[src/rtl/fetch_if.sv]
// Fetch-stage bus: redirect and stall controls, instruction memory port, IR toward decode.
// Also carries the fetch mode so checkers can observe it.
interface fetch_if #(
    parameter int WIDTH = 16
);
    // Handshake: decode takes IR on any rising edge where IR_valid=1 and stall=0.
    // While stall=1, IR/IR_pc/IR_valid hold. PC_load=1 wins over stall.
    logic             PC_load;
    logic [WIDTH-1:0] target;
    logic             stall;
    logic [WIDTH-1:0] imem_addr;
    logic [WIDTH-1:0] imem_rdata;
    logic [WIDTH-1:0] IR;
    logic [WIDTH-1:0] IR_pc;
    logic             IR_valid;
    logic [1:0]       dbg_state;

    modport slave (
        input  PC_load,
        input  target,
        input  stall,
        input  imem_rdata,
        output imem_addr,
        output IR,
        output IR_pc,
        output IR_valid,
        output dbg_state
    );

    modport master (
        output PC_load,
        output target,
        output stall,
        output imem_rdata,
        input  imem_addr,
        input  IR,
        input  IR_pc,
        input  IR_valid,
        input  dbg_state
    );
endinterface

[src/rtl/fetch_stage.sv]
// Instruction fetch stage for a one-cycle-latency synchronous instruction memory.
// A one-entry hold buffer keeps the in-flight word safe across decode stalls.
module fetch_stage #(
    parameter int               WIDTH    = 16,
    parameter logic [WIDTH-1:0] RESET_PC = '0
) (
    input logic  clk,
    input logic  rst,
    fetch_if.slave bus
);
    localparam logic [1:0] ST_EMPTY  = 2'd0;
    localparam logic [1:0] ST_STREAM = 2'd1;
    localparam logic [1:0] ST_HELD   = 2'd2;

    logic [WIDTH-1:0] pc_q,        pc_d;
    logic [WIDTH-1:0] fetch_pc_q,  fetch_pc_d;
    logic             inflight_q,  inflight_d;
    logic [WIDTH-1:0] hold_data_q, hold_data_d;
    logic [WIDTH-1:0] hold_addr_q, hold_addr_d;
    logic             hold_valid_q, hold_valid_d;
    logic [WIDTH-1:0] ir_q,        ir_d;
    logic [WIDTH-1:0] ir_pc_q,     ir_pc_d;
    logic             ir_valid_q,  ir_valid_d;

    logic [WIDTH-1:0] next_ir;
    logic [WIDTH-1:0] next_ir_pc;
    logic [1:0]       state;

    // The held word is older than anything on imem_rdata, so it drains first.
    always_comb begin
        if (hold_valid_q) begin
            next_ir    = hold_data_q;
            next_ir_pc = hold_addr_q;
        end else begin
            next_ir    = bus.imem_rdata;
            next_ir_pc = fetch_pc_q;
        end
    end

    always_comb begin
        pc_d         = pc_q;
        fetch_pc_d   = fetch_pc_q;
        inflight_d   = inflight_q;
        hold_data_d  = hold_data_q;
        hold_addr_d  = hold_addr_q;
        hold_valid_d = hold_valid_q;
        ir_d         = ir_q;
        ir_pc_d      = ir_pc_q;
        ir_valid_d   = ir_valid_q;

        if (bus.PC_load) begin
            pc_d         = bus.target;
            inflight_d   = 1'b0;
            hold_valid_d = 1'b0;
            ir_valid_d   = 1'b0;
        end else if (!bus.stall) begin
            pc_d         = pc_q + 1'b1;
            fetch_pc_d   = pc_q;
            inflight_d   = 1'b1;
            ir_d         = next_ir;
            ir_pc_d      = next_ir_pc;
            ir_valid_d   = hold_valid_q | inflight_q;
            hold_valid_d = 1'b0;
        end else if (inflight_q && !hold_valid_q) begin
            // Memory does not hold its output, so park the returning word now.
            hold_data_d  = bus.imem_rdata;
            hold_addr_d  = fetch_pc_q;
            hold_valid_d = 1'b1;
            inflight_d   = 1'b0;
        end
    end

    always_ff @(posedge clk or posedge rst) begin
        if (rst) begin
            pc_q         <= RESET_PC;
            fetch_pc_q   <= '0;
            inflight_q   <= 1'b0;
            hold_data_q  <= '0;
            hold_addr_q  <= '0;
            hold_valid_q <= 1'b0;
            ir_q         <= '0;
            ir_pc_q      <= '0;
            ir_valid_q   <= 1'b0;
        end else begin
            pc_q         <= pc_d;
            fetch_pc_q   <= fetch_pc_d;
            inflight_q   <= inflight_d;
            hold_data_q  <= hold_data_d;
            hold_addr_q  <= hold_addr_d;
            hold_valid_q <= hold_valid_d;
            ir_q         <= ir_d;
            ir_pc_q      <= ir_pc_d;
            ir_valid_q   <= ir_valid_d;
        end
    end

    // inflight and hold_valid are never both set, so the mode is a pure decode.
    always_comb begin
        if (hold_valid_q) begin
            state = ST_HELD;
        end else if (inflight_q) begin
            state = ST_STREAM;
        end else begin
            state = ST_EMPTY;
        end
    end

    assign bus.imem_addr = pc_q;
    assign bus.IR        = ir_q;
    assign bus.IR_pc     = ir_pc_q;
    assign bus.IR_valid  = ir_valid_q;
    assign bus.dbg_state = state;
endmodule
[src/flat_wrapper.sv]
// flat-port wrapper written by rule: the top's interface ports become plain ports
module fetch_stage_flat 
#(
    parameter int               WIDTH    = 16,
    parameter logic [WIDTH-1:0] RESET_PC = '0
)
  (clk, rst, bus_PC_load, bus_target, bus_stall, bus_imem_rdata, bus_imem_addr, bus_IR, bus_IR_pc, bus_IR_valid, bus_dbg_state);
  fetch_if #(.WIDTH(WIDTH)) bus_i ();
  input logic clk;
  input logic rst;
  input wire logic [$bits(bus_i.PC_load)-1:0] bus_PC_load;
  input wire logic [$bits(bus_i.target)-1:0] bus_target;
  input wire logic [$bits(bus_i.stall)-1:0] bus_stall;
  input wire logic [$bits(bus_i.imem_rdata)-1:0] bus_imem_rdata;
  output wire logic [$bits(bus_i.imem_addr)-1:0] bus_imem_addr;
  output wire logic [$bits(bus_i.IR)-1:0] bus_IR;
  output wire logic [$bits(bus_i.IR_pc)-1:0] bus_IR_pc;
  output wire logic [$bits(bus_i.IR_valid)-1:0] bus_IR_valid;
  output wire logic [$bits(bus_i.dbg_state)-1:0] bus_dbg_state;
  assign bus_i.PC_load = bus_PC_load;
  assign bus_i.target = bus_target;
  assign bus_i.stall = bus_stall;
  assign bus_i.imem_rdata = bus_imem_rdata;
  assign bus_imem_addr = bus_i.imem_addr;
  assign bus_IR = bus_i.IR;
  assign bus_IR_pc = bus_i.IR_pc;
  assign bus_IR_valid = bus_i.IR_valid;
  assign bus_dbg_state = bus_i.dbg_state;
  fetch_stage #(.WIDTH(WIDTH), .RESET_PC(RESET_PC)) u_core (.clk(clk), .rst(rst), .bus(bus_i));
endmodule
[config.mk]
export PLATFORM = sky130hd
export DESIGN_NAME = fetch_stage_flat
export DESIGN_NICKNAME = d
export VERILOG_FILES = /design/src/rtl/fetch_if.sv /design/src/rtl/fetch_stage.sv /design/src/flat_wrapper.sv
export SDC_FILE = /design/constraint.sdc
export NUM_CORES = 1
export LEC_CHECK = 0
export CAP_MARGIN = 20
export CORE_MARGIN = 3
export CORE_UTILIZATION = 30
export CTS_CLUSTER_SIZE = 40
export DETAILED_ROUTE_END_ITERATION = 6
export GPL_ROUTABILITY_DRIVEN = 1
export MAX_ROUTING_LAYER = met4
export PLACE_DENSITY_LB_ADDON = 0.15
export SYNTH_ARGS = -nofsm -noshare
export SYNTH_HDL_FRONTEND = slang
export SYNTH_SLANG_ARGS = --single-unit
[constraint.sdc]
create_clock -name clk -period 3.7 [get_ports clk]
set_input_delay 0.555 -clock clk [delete_from_list [all_inputs] [get_ports clk]]
set_output_delay 0.555 -clock clk [all_outputs]
set_load 0.02 [all_outputs]
-- Word level (Yosys, flattened, before mapping)
Index checks and enable logic that the tools add are counted.
- input bits: 36
- output and inout port bits: 51
- bits in registers: 99
- reduce and logical (&&, ||, !) cells: 4
- multiplexer cells: 14
- eq/ne operators: 2
- add/subtract/negate cells: 1
- bitwise logic cells: 3
- operators by type and width (operator ; count):
    $mux W16 ; 4
    $add A16 B1 Y16 const B ; 1
    $mux W1 ; 9
    $ne A3 B2 Y1 const B ; 1
    $reduce_and A3 Y1 ; 1
    $mux W2 ; 1
    $ne A2 B2 Y1 const B ; 1
    $not A1 Y1 ; 2
    $reduce_and A2 Y1 ; 1
    $logic_and A1 B1 Y1 ; 1
    $logic_not A1 Y1 ; 1
    $or A1 B1 Y1 ; 1

-- Depth between registers and ports, before layout
Gate-level depths: netlist of run 1.
- depth after elaboration: 5
- depth in mapped cells: 6

-- Worst setup path before layout of run 1
Ideal clock, no wire load.
- path kind: flip-flop to flip-flop
- start: register u_core.hold_valid_q
- end: register u_core.hold_data_q[14]
- clock period less this slack: 1.779 ns
- arrival time: 1.654 ns
- cell stages (with the launch flop): 7
- data required time: 3.575 ns
- path slack: 1.921 ns
- path buffers: 3
- cells stage by stage: dfrtp_1 buf_4 nor2b_1 and3b_1 buf_4 buf_6 mux2_2
- cells in the longest elaborated chain, start to end: 3
- RTL lines (item ; line ; RTL):
    from (decl) ; fetch_stage.sv:20 ; logic hold_valid_q, hold_valid_d;
    from (signal assigned) ; fetch_stage.sv:90 ; hold_valid_q <= hold_valid_d;
    $logic_not A1 Y1 ; fetch_stage.sv:64 ; end else if (inflight_q && !hold_valid_q) begin
    $logic_and A1 B1 Y1 ; fetch_stage.sv:64 ;
    $reduce_and A3 Y1 (no source line) ; n/a ;
    to (signal assigned) ; fetch_stage.sv:88 ; hold_data_q <= hold_data_d;
    to (decl) ; fetch_stage.sv:18 ; logic [WIDTH-1:0] hold_data_q, hold_data_d;
No other way between the ends.
A chain may end at the register's enable or synchronous reset.

-- Worst setup path in the final report of run 1
- start: register u_core.hold_valid_q
- end: output port bus_dbg_state[1]
- cells in the longest elaborated chain, start to end: 1
- RTL lines (item ; line ; RTL):
    $mux W2 ; fetch_stage.sv:99 ; if (hold_valid_q) begin
    to (decl) ; flat_wrapper.sv:19 ; output wire logic [$bits(bus_i.dbg_state)-1:0] bus_dbg_state;
No other way between the ends.

==> summary.md, run 1 <==
Summed over all layers, the routed wires come to 9519 um. After clock tree synthesis, the setup repair step added 0 buffers. After synthesis, the largest area contributor takes up 57.69% of total cell area. The synthesized design contains 99 register bits.

In the synthesized netlist the async set-or-reset flop fraction comes to 100.0%. The fraction of final layout cells with drive strength greater than 1 is 15.75%. The detailed router finished its first iteration with 126 violations.

The power per cell area came out at 537.3 nW/um2. For this design the top-level I/O count stands at 87. The standard-cell row count is 43.

TritonCTS built the clock tree. For this run, the total global-route usage over all layers was measured as 12.92%. During synthesis, Yosys emitted a total of 0 warnings. Once the clock tree was built, the resizer swapped 0 gates to a different size. For this configuration, the core starts out at a cell density of 30.82%. The tools report the pin count of the biggest net entering global routing as 46. In this run, post-CTS hold repair placed 0 buffers.

The run gives 2.241 nW as the static leakage. The setup check on the worst reg-to-reg path leaves a slack of 1.54 ns. Summed over all nets, the half-perimeter wirelength after detailed placement is 6514 um. The count of pins over their slew limit is 0.

Number of global-route vias before repair: 2909. Number of antenna violations at the first check in global routing: 0. The first global-routing pass estimated 15570 um of wire. The logs give 0 for the setup-violating endpoint count in the final report and 0.1850 mV for the peak supply drop. The setup path with the least slack is of type reg2out.

In this run the most critical hold path is launched from u_core.hold_data_q[11]. The tools report the antenna cell count as 0. The final routed DRC violation total was 0.

The worst register-to-register path begins at u_core.hold_valid_q. For the count of unique library cells instantiated by Yosys, the log shows 30. Timing would allow up to 373.1 MHz. The root buffer cell is sky130_fd_sc_hd__clkbuf_16. Setup repair after global routing left no endpoint under its margin. Yosys attributes the largest share of cell area to sky130_fd_sc_hd__dfrtp_1, sky130_fd_sc_hd__mux2_2, sky130_fd_sc_hd__mux2i_1, sky130_fd_sc_hd__a21oi_1, sky130_fd_sc_hd__nor2_1.

Counting cells, the worst reg-to-reg path comes to 3. The routed length per instance is 15.40 um, and the final setup TNS is 0 ns. The number of flops mapped to enable cells by yosys came out at 0. The maximum clock insertion buffer count was 2. Using the TritonRoute via totals, the vias-per-cell ratio works out to 4.667. The tools report the category of the worst setup path launch point as a register. The predominant post-synthesis flop cell was sky130_fd_sc_hd__dfrtp_1.

For the finished layout, the period the worst path requires is 2.680 ns. The hold-critical path depth is 1, and the area overhead of the layout relative to synthesis is 30.91%. The horizontal extent of the die works out to 125.6 um.

The core region is 13930 um2. The run gives 0.34 ns as the insertion delay of the later-clocked pin in the worst-skew pair. TritonCTS created 9 clock buffers.

The logs give 57.69% for the post-synthesis sequential area ratio and 40.34% for the final core area utilization. The synthesized design spends more area on one cell type than any other, namely sky130_fd_sc_hd__dfrtp_1. The type of the tightest min-delay check is reg2reg. The nature of the critical path endpoint was a primary output. The number of sinks driven by the clock tree is 99. The terminating pin of the worst hold path is u_core.hold_data_q[11].

STA puts the critical path data required time at 3.14 ns. The number of nets in the synthesized netlist is 387. The remaining antenna violation count after routing was 0; the actual transition at the worst max-transition pin was 0.8620 ns. The logs give 2.13 ns for the arrival time of data at the critical path endpoint and 0 for the max capacitance violation total. The end of the worst register-to-register path is u_core.hold_data_q[7]. The first detailed-routing pass ran for 4 iterations. The final-report hold violation count came out at 0.

Among all stages on the critical path, the largest delay is contributed by sky130_fd_sc_hd__clkdlybuf4s50_1. Dividing the final minimum period by the clock period gives 72.44%. In this run the vertical extent of the chip is 125.6 um.

Counting every instance in the synthesized netlist gives 350. The routability-driven placement congestion ratio was 0.7650. After clock tree synthesis, the clock-pin slew on the worst setup and hold paths is 0.06 ns. In this run the number of H-tree levels came out at 3. The area enclosed by the die boundary was 15790 um2. The global-route congestion overflow total was 0. Along the worst path, the maximum fanout reaches 21. Critical path's largest stage delay: 0.69 ns.

The signal on the critical path passes through buf_4, clkdlybuf4s50_1. Input and output buffers added on the ports amount to 86. In this run the tightest slew margin relative to its limit is 42.39%.

Between clock sinks in the finished design, the worst skew comes to 0.008118 ns. The net count of the finished layout was 470; the cell area after synthesis was 4294 um2. The total via count in the routed design is 2884. Averaged over all synthesized cells, the footprint is 12.27 um2. The run finished with clean final reports.
-- per-layer routing --
layer  share of wire, %  up-vias  track usage (%)
met5                  0        -                -
li1                   -     1377                -
met2                 46       60            19.82
met1                 47     1434            16.54
met4                2.0        0            5.485
met3                4.2       13            2.926
-- cells in the mapped netlist (2+ instances only) --
cell	n
sky130_fd_sc_hd__buf_6	3
sky130_fd_sc_hd__dfrtp_1	99
sky130_fd_sc_hd__buf_2	10
sky130_fd_sc_hd__a21oi_1	34
sky130_fd_sc_hd__mux2i_1	33
sky130_fd_sc_hd__and3b_1	2
sky130_fd_sc_hd__nor3_1	4
sky130_fd_sc_hd__buf_4	3
sky130_fd_sc_hd__nand4_1	2
sky130_fd_sc_hd__nand2_1	18
sky130_fd_sc_hd__mux2_1	12
sky130_fd_sc_hd__nand3_1	2
sky130_fd_sc_hd__nor2_1	37
sky130_fd_sc_hd__mux2_2	39
sky130_fd_sc_hd__xnor2_1	8
sky130_fd_sc_hd__clkbuf_1	7
sky130_fd_sc_hd__nand4_4	2
sky130_fd_sc_hd__xor2_1	7
sky130_fd_sc_hd__o21ai_0	12
sky130_fd_sc_hd__inv_1	3
sky130_fd_sc_hd__nor4_1	4
-- registers in the layout (all words and copies together), names as in the netlist --
register              flops
u_core.bus.IR            16
u_core.bus.IR_pc         16
u_core.bus.IR_valid       1
u_core.bus.imem_addr     16
u_core.fetch_pc_q        16
u_core.hold_addr_q       16
u_core.hold_data_q       16
u_core.hold_valid_q       1
u_core.inflight_q         1
-- critical path, delay by kind of cell, from the launching register on --
family	cells	cell delay (ns)
DFF	1	0.64
buffers and inverters	2	1.14
-- layout make-up --
cell class	instances	area [um2]
Timing Repair Buffer	95	928.4
Fill cell	1341	8313
Multi-Input combinational cell	225	1679
Tap cell	180	225.2
Clock inverter	4	50.05
Sequential cell	99	2479
Clock buffer	12	246.5
Inverter	3	13.76
-- cell usage in the layout, fill, tap and decap left out, types with 9 or more instances in the layout --
cell                              count
sky130_fd_sc_hd__mux2_1              12
sky130_fd_sc_hd__clkbuf_16            9
sky130_fd_sc_hd__dfrtp_1             98
sky130_fd_sc_hd__nand2_1             18
sky130_fd_sc_hd__a21oi_1             34
sky130_fd_sc_hd__clkdlybuf4s50_1     86
sky130_fd_sc_hd__mux2_2              39
sky130_fd_sc_hd__buf_4                9
sky130_fd_sc_hd__mux2i_1             33
sky130_fd_sc_hd__nor2_1              37
sky130_fd_sc_hd__o21ai_0             12
-- cells by family after synthesis --
family / count (synthesis) / share of synthesized area, %
fa+ha+maj: 1 / 0.2913
compound gates: 47 / 5.478
buf+inv: 26 / 3.351
xor+xnor: 15 / 3.060
simple gates: 78 / 9.062
flops: 99 / 57.69
mux: 84 / 21.07
-- power breakdown --
group / internal [mW] / switching [mW]
combinational: 0.341 / 0.283
sequential: 1.30 / 0.153
clock: 0.542 / 0.402
total: 2.18 / 0.838
-- through the flow --
step / hold slack [ns] / std cells / instance area (um2) / total power [mW] / worst slack, ns
after floorplan: 0.4579 / 350 / 4294 / 1.809 / 0.5546
after global placement: 0.4673 / 602 / 5325 / 2.093 / 1.015
after detailed placement: 0.4759 / 602 / 5325 / 2.111 / 0.9734
after CTS: 0.4914 / 618 / 5622 / 3.070 / 0.9644
after global routing: 0.5042 / 618 / 5622 / 3.182 / 0.9265
final: 0.4908 / 618 / 5622 / 3.020 / 1.020
-- worst max-delay path by stage --
| stage | from | slack (ns) | endpoint |
|---|---|---|---|
| 2_1_floorplan | rst | 0.55 | u_core.bus.IR[0] |
| 3_3_place_gp | bus_stall | 1.01 | u_core.hold_data_q[6] |
| 3_5_place_dp | bus_stall | 0.97 | u_core.hold_data_q[7] |
| 4_1_cts | u_core.hold_valid_q | 0.96 | bus_dbg_state[1] |
| 5_1_grt | u_core.hold_valid_q | 0.93 | bus_dbg_state[1] |
| 6_report | u_core.hold_valid_q | 1.02 | bus_dbg_state[1] |
No activity file was read; power rests on OpenSTA's default activity.
==> inputs of run 2 (changes only) <==
Clock period 3.7 ns to 2.64 ns, I/O delays scaled along.
==> summary.md, run 2 (synthesis gave the netlist of run 1 again) <==
The routability-driven placement congestion ratio was 0.7562 (-1.2%); the number of H-tree levels was 3 (unchanged). For the peak clock frequency supported by timing, the log shows 443.5 MHz. The horizontal extent of the die was 125.6 um (unchanged); the area of the core was 13930 um2 (unchanged). The port buffer count works out to 86 (unchanged). The count of pins over their slew limit came out at 0 (unchanged).

The peak supply drop is 0.3650 mV (+97%), and the post-route worst setup slack is 0.3853 ns (-0.6345 ns). The standard-cell row count came out at 43 (unchanged). The antenna cell count came out at 0 (unchanged). The power per cell area is 738.2 nW/um2 (+37%).

The required time at the endpoint of the critical path is 2.24 ns (-0.90 ns), and the flop-to-flop setup slack is 0.85 ns (-0.69 ns). Area overhead of the layout relative to synthesis: 30.91% (unchanged). The tools report the met2 track utilization from global routing as 18.82% (-1.0 points). Met1 global-route usage: 16.74% (+0.21 points).

For the remaining antenna violation count after routing, the log shows 0 (unchanged). The number of global-route vias before repair was 2878 (-1.1%). For the insertion delay of the later-clocked pin in the worst-skew pair, the log shows 0.35 ns (about the same).

The overall fraction of global-route tracks in use came out at 12.60% (-0.32 points). The clock skew is 0.005107 ns (-0.003011 ns), and the final period demand of the worst path is 2.255 ns. The number of vias per cell after detailed routing is 4.583 (-1.8%). The arrival time of data at the critical path endpoint is 1.86 ns (-0.27 ns). The clock network fraction of total power was 30.1% (-1.2 points); the initial core utilization was 30.82% (unchanged). The count of hold buffers inserted by post-cts repair came out at 0 (unchanged). The count of instances resized after the clock tree is built was 0 (unchanged). Count of routing violations after the opening detailed-route iteration: 137 (+8.7%).

The post-DP HPWL was 5913 um (-9.2%); the total setup buffers inserted after CTS was 0 (unchanged). The fraction of final layout cells with drive strength greater than 1 is 15.83% (+0.072 points), and the sum of internal, switching and leakage power is 4.150 mW (+37%). The tree is rooted in a sky130_fd_sc_hd__clkbuf_16. The number of iterations in the first detailed-routing pass is 4 (unchanged).

The run gives 468 (-0.43%) as the net count of the finished layout. The tools report the final-report hold violation count as 0 (unchanged). The logs give 0 (unchanged) for the number of antenna violations at the first check in global routing and 48.9% (+0.8 points) for the sequential cell fraction of total power. The terminating pin of the worst hold path is u_core.hold_data_q[13]. The tightest hold margin is 0.4862 ns (-0.004600 ns). The total via count in the routed design was 2823 (-2.1%); the maximum clock insertion buffer count was 2 (unchanged). The tools report the number of I/O pins as 87 (unchanged).

The first-pass GRT wire length came out at 15310 um (-1.7%). The flow ran to the end, and the final reports show no timing, DRC or antenna violations. The critical path in this run is classified as reg2out. For the cell total after placement, the log shows 600 (-0.33%). The worst hold path begins at u_core.hold_data_q[13].

The post-layout instance count excluding filler cells came out at 616 (-0.32%). The met3 usage in global routing is 2.969% (+0.042 points), and the pin count of the biggest net entering global routing is 100 (+120%). Number of sinks driven by the clock tree: 99 (unchanged).

The tools report the number of CTS-inserted buffers as 9 (unchanged). The final setup TNS is 0 ns (unchanged), and the power share of the combinational group is 21.0% (+0.3 points). The clock input transition at the sequential cells of the worst setup and hold paths came out at 0.07 ns (about the same). The final routed DRC violation total was 0 (unchanged). The die height is 125.6 um (unchanged). STA classifies the critical path endpoint as a primary output. The internal power of the cells is 2.952 mW (+35%). The hold-critical path depth was 1 (unchanged). The worst-case reg-to-reg path depth is 4 (+1). Switching component of the power: 1.198 mW (+43%).

The type of the tightest min-delay check is reg2reg. In the layout the commonest cells are sky130_fd_sc_hd__dfrtp_1, sky130_fd_sc_hd__clkdlybuf4s50_1, sky130_fd_sc_hd__mux2_2, sky130_fd_sc_hd__nor2_1, sky130_fd_sc_hd__a21oi_1. The run gives 0 (unchanged) as the setup-violating endpoint count in the final report.

The switching share of power came out at 28.86% (+1.1 points). The static leakage is 2.234 nW (-0.33%). The tools report the worst-case headroom to the max-slew limit as 62.46% (+20 points).

The critical-path maximum fanout was 19 (-9.5%); the max capacitance violation total was 0 (unchanged). The detailed-route wire length is 9202 um (-3.3%). The actual transition at the worst max-transition pin was 0.5630 ns (-0.2990 ns).

After layout, the worst path uses 85.40% of the clock period. TritonCTS built the clock tree. The startpoint identified for the worst register-to-register timing path is u_core.hold_valid_q.

For the worst slack after detailed placement, the log shows 0.3987 ns (-0.5747 ns). The routed length per instance is 14.94 um (-3.0%). The area enclosed by the die boundary is 15790 um2 (unchanged). The leading cell type in the layout, fill and taps excluded was sky130_fd_sc_hd__dfrtp_1. Category of the worst setup path launch point: a register.

Setup repair after global routing left no endpoint under its margin. The tools report the global-route congestion overflow total as 0 (unchanged). The end of the worst register-to-register path is u_core.hold_addr_q[10].

The routing layer with the top usage in global route was met2.
-- run 2: cell types whose count changed in the layout (fill, tap and decap cells not counted), moves of 2 or more --
cell,previous run,this run
sky130_fd_sc_hd__clkinv_4,0,3
sky130_fd_sc_hd__buf_4,9,5
sky130_fd_sc_hd__clkbuf_1,2,0
sky130_fd_sc_hd__buf_12,0,2
sky130_fd_sc_hd__inv_6,0,3
-- run 2: worst max-delay path by stage --
stage	start	endpoint	slack [ns]	depth (start not counted)
5_1_grt	u_core.hold_valid_q	bus_dbg_state[0]	0.27	2
3_5_place_dp	bus_stall	u_core.hold_data_q[6]	0.40	4
3_3_place_gp	bus_stall	u_core.hold_data_q[9]	0.40	4
6_report	u_core.hold_valid_q	bus_dbg_state[0]	0.39	2
2_1_floorplan	u_core.hold_valid_q	u_core.hold_data_q[14]	0.86	6
4_1_cts	u_core.hold_valid_q	bus_dbg_state[0]	0.34	2
-- run 2: area by class of cell --
class,count,area (um2)
Tap cell,180,225.2
Inverter,3,15.01
Multi-Input combinational cell,225,1679
Clock buffer,9,225.2
Sequential cell,99,2479
Timing Repair Buffer,93,938.4
Clock inverter,7,60.06
Fill cell,1327,8313
-- run 2: worst max-delay path, cell delays in order (launching register included) --
cell and delay [ns]:
sky130_fd_sc_hd__dfrtp_2 0.62, sky130_fd_sc_hd__nor2b_1 0.22, sky130_fd_sc_hd__clkdlybuf4s50_1 0.68
-- run 2: through the flow --
step                util [%]  area, um2
floorplan                  -       4298
global placement       38.30       5336
detailed placement     38.30       5336
CTS                    40.34       5622
global route           40.34       5622
finish                 40.34       5622
-- run 2: power by group through the flow --
stage / combinational (mW) / sequential, mW / clock [mW]
after global placement: 0.876 / 2.05 / 0
after detailed placement: 0.884 / 2.06 / 0
after floorplan: 0.400 / 2.14 / 0
after global routing: 0.950 / 2.08 / 1.38
after CTS: 0.889 / 2.03 / 1.32
final: 0.870 / 2.03 / 1.25
-- run 2: routing by layer --
layer / share of wire (%) / vias to the layer above
li1: - / 1372
met1: 48 / 1378
met2: 46 / 60
met3: 3.9 / 13
met4: 1.7 / 0
met5: 0 / -
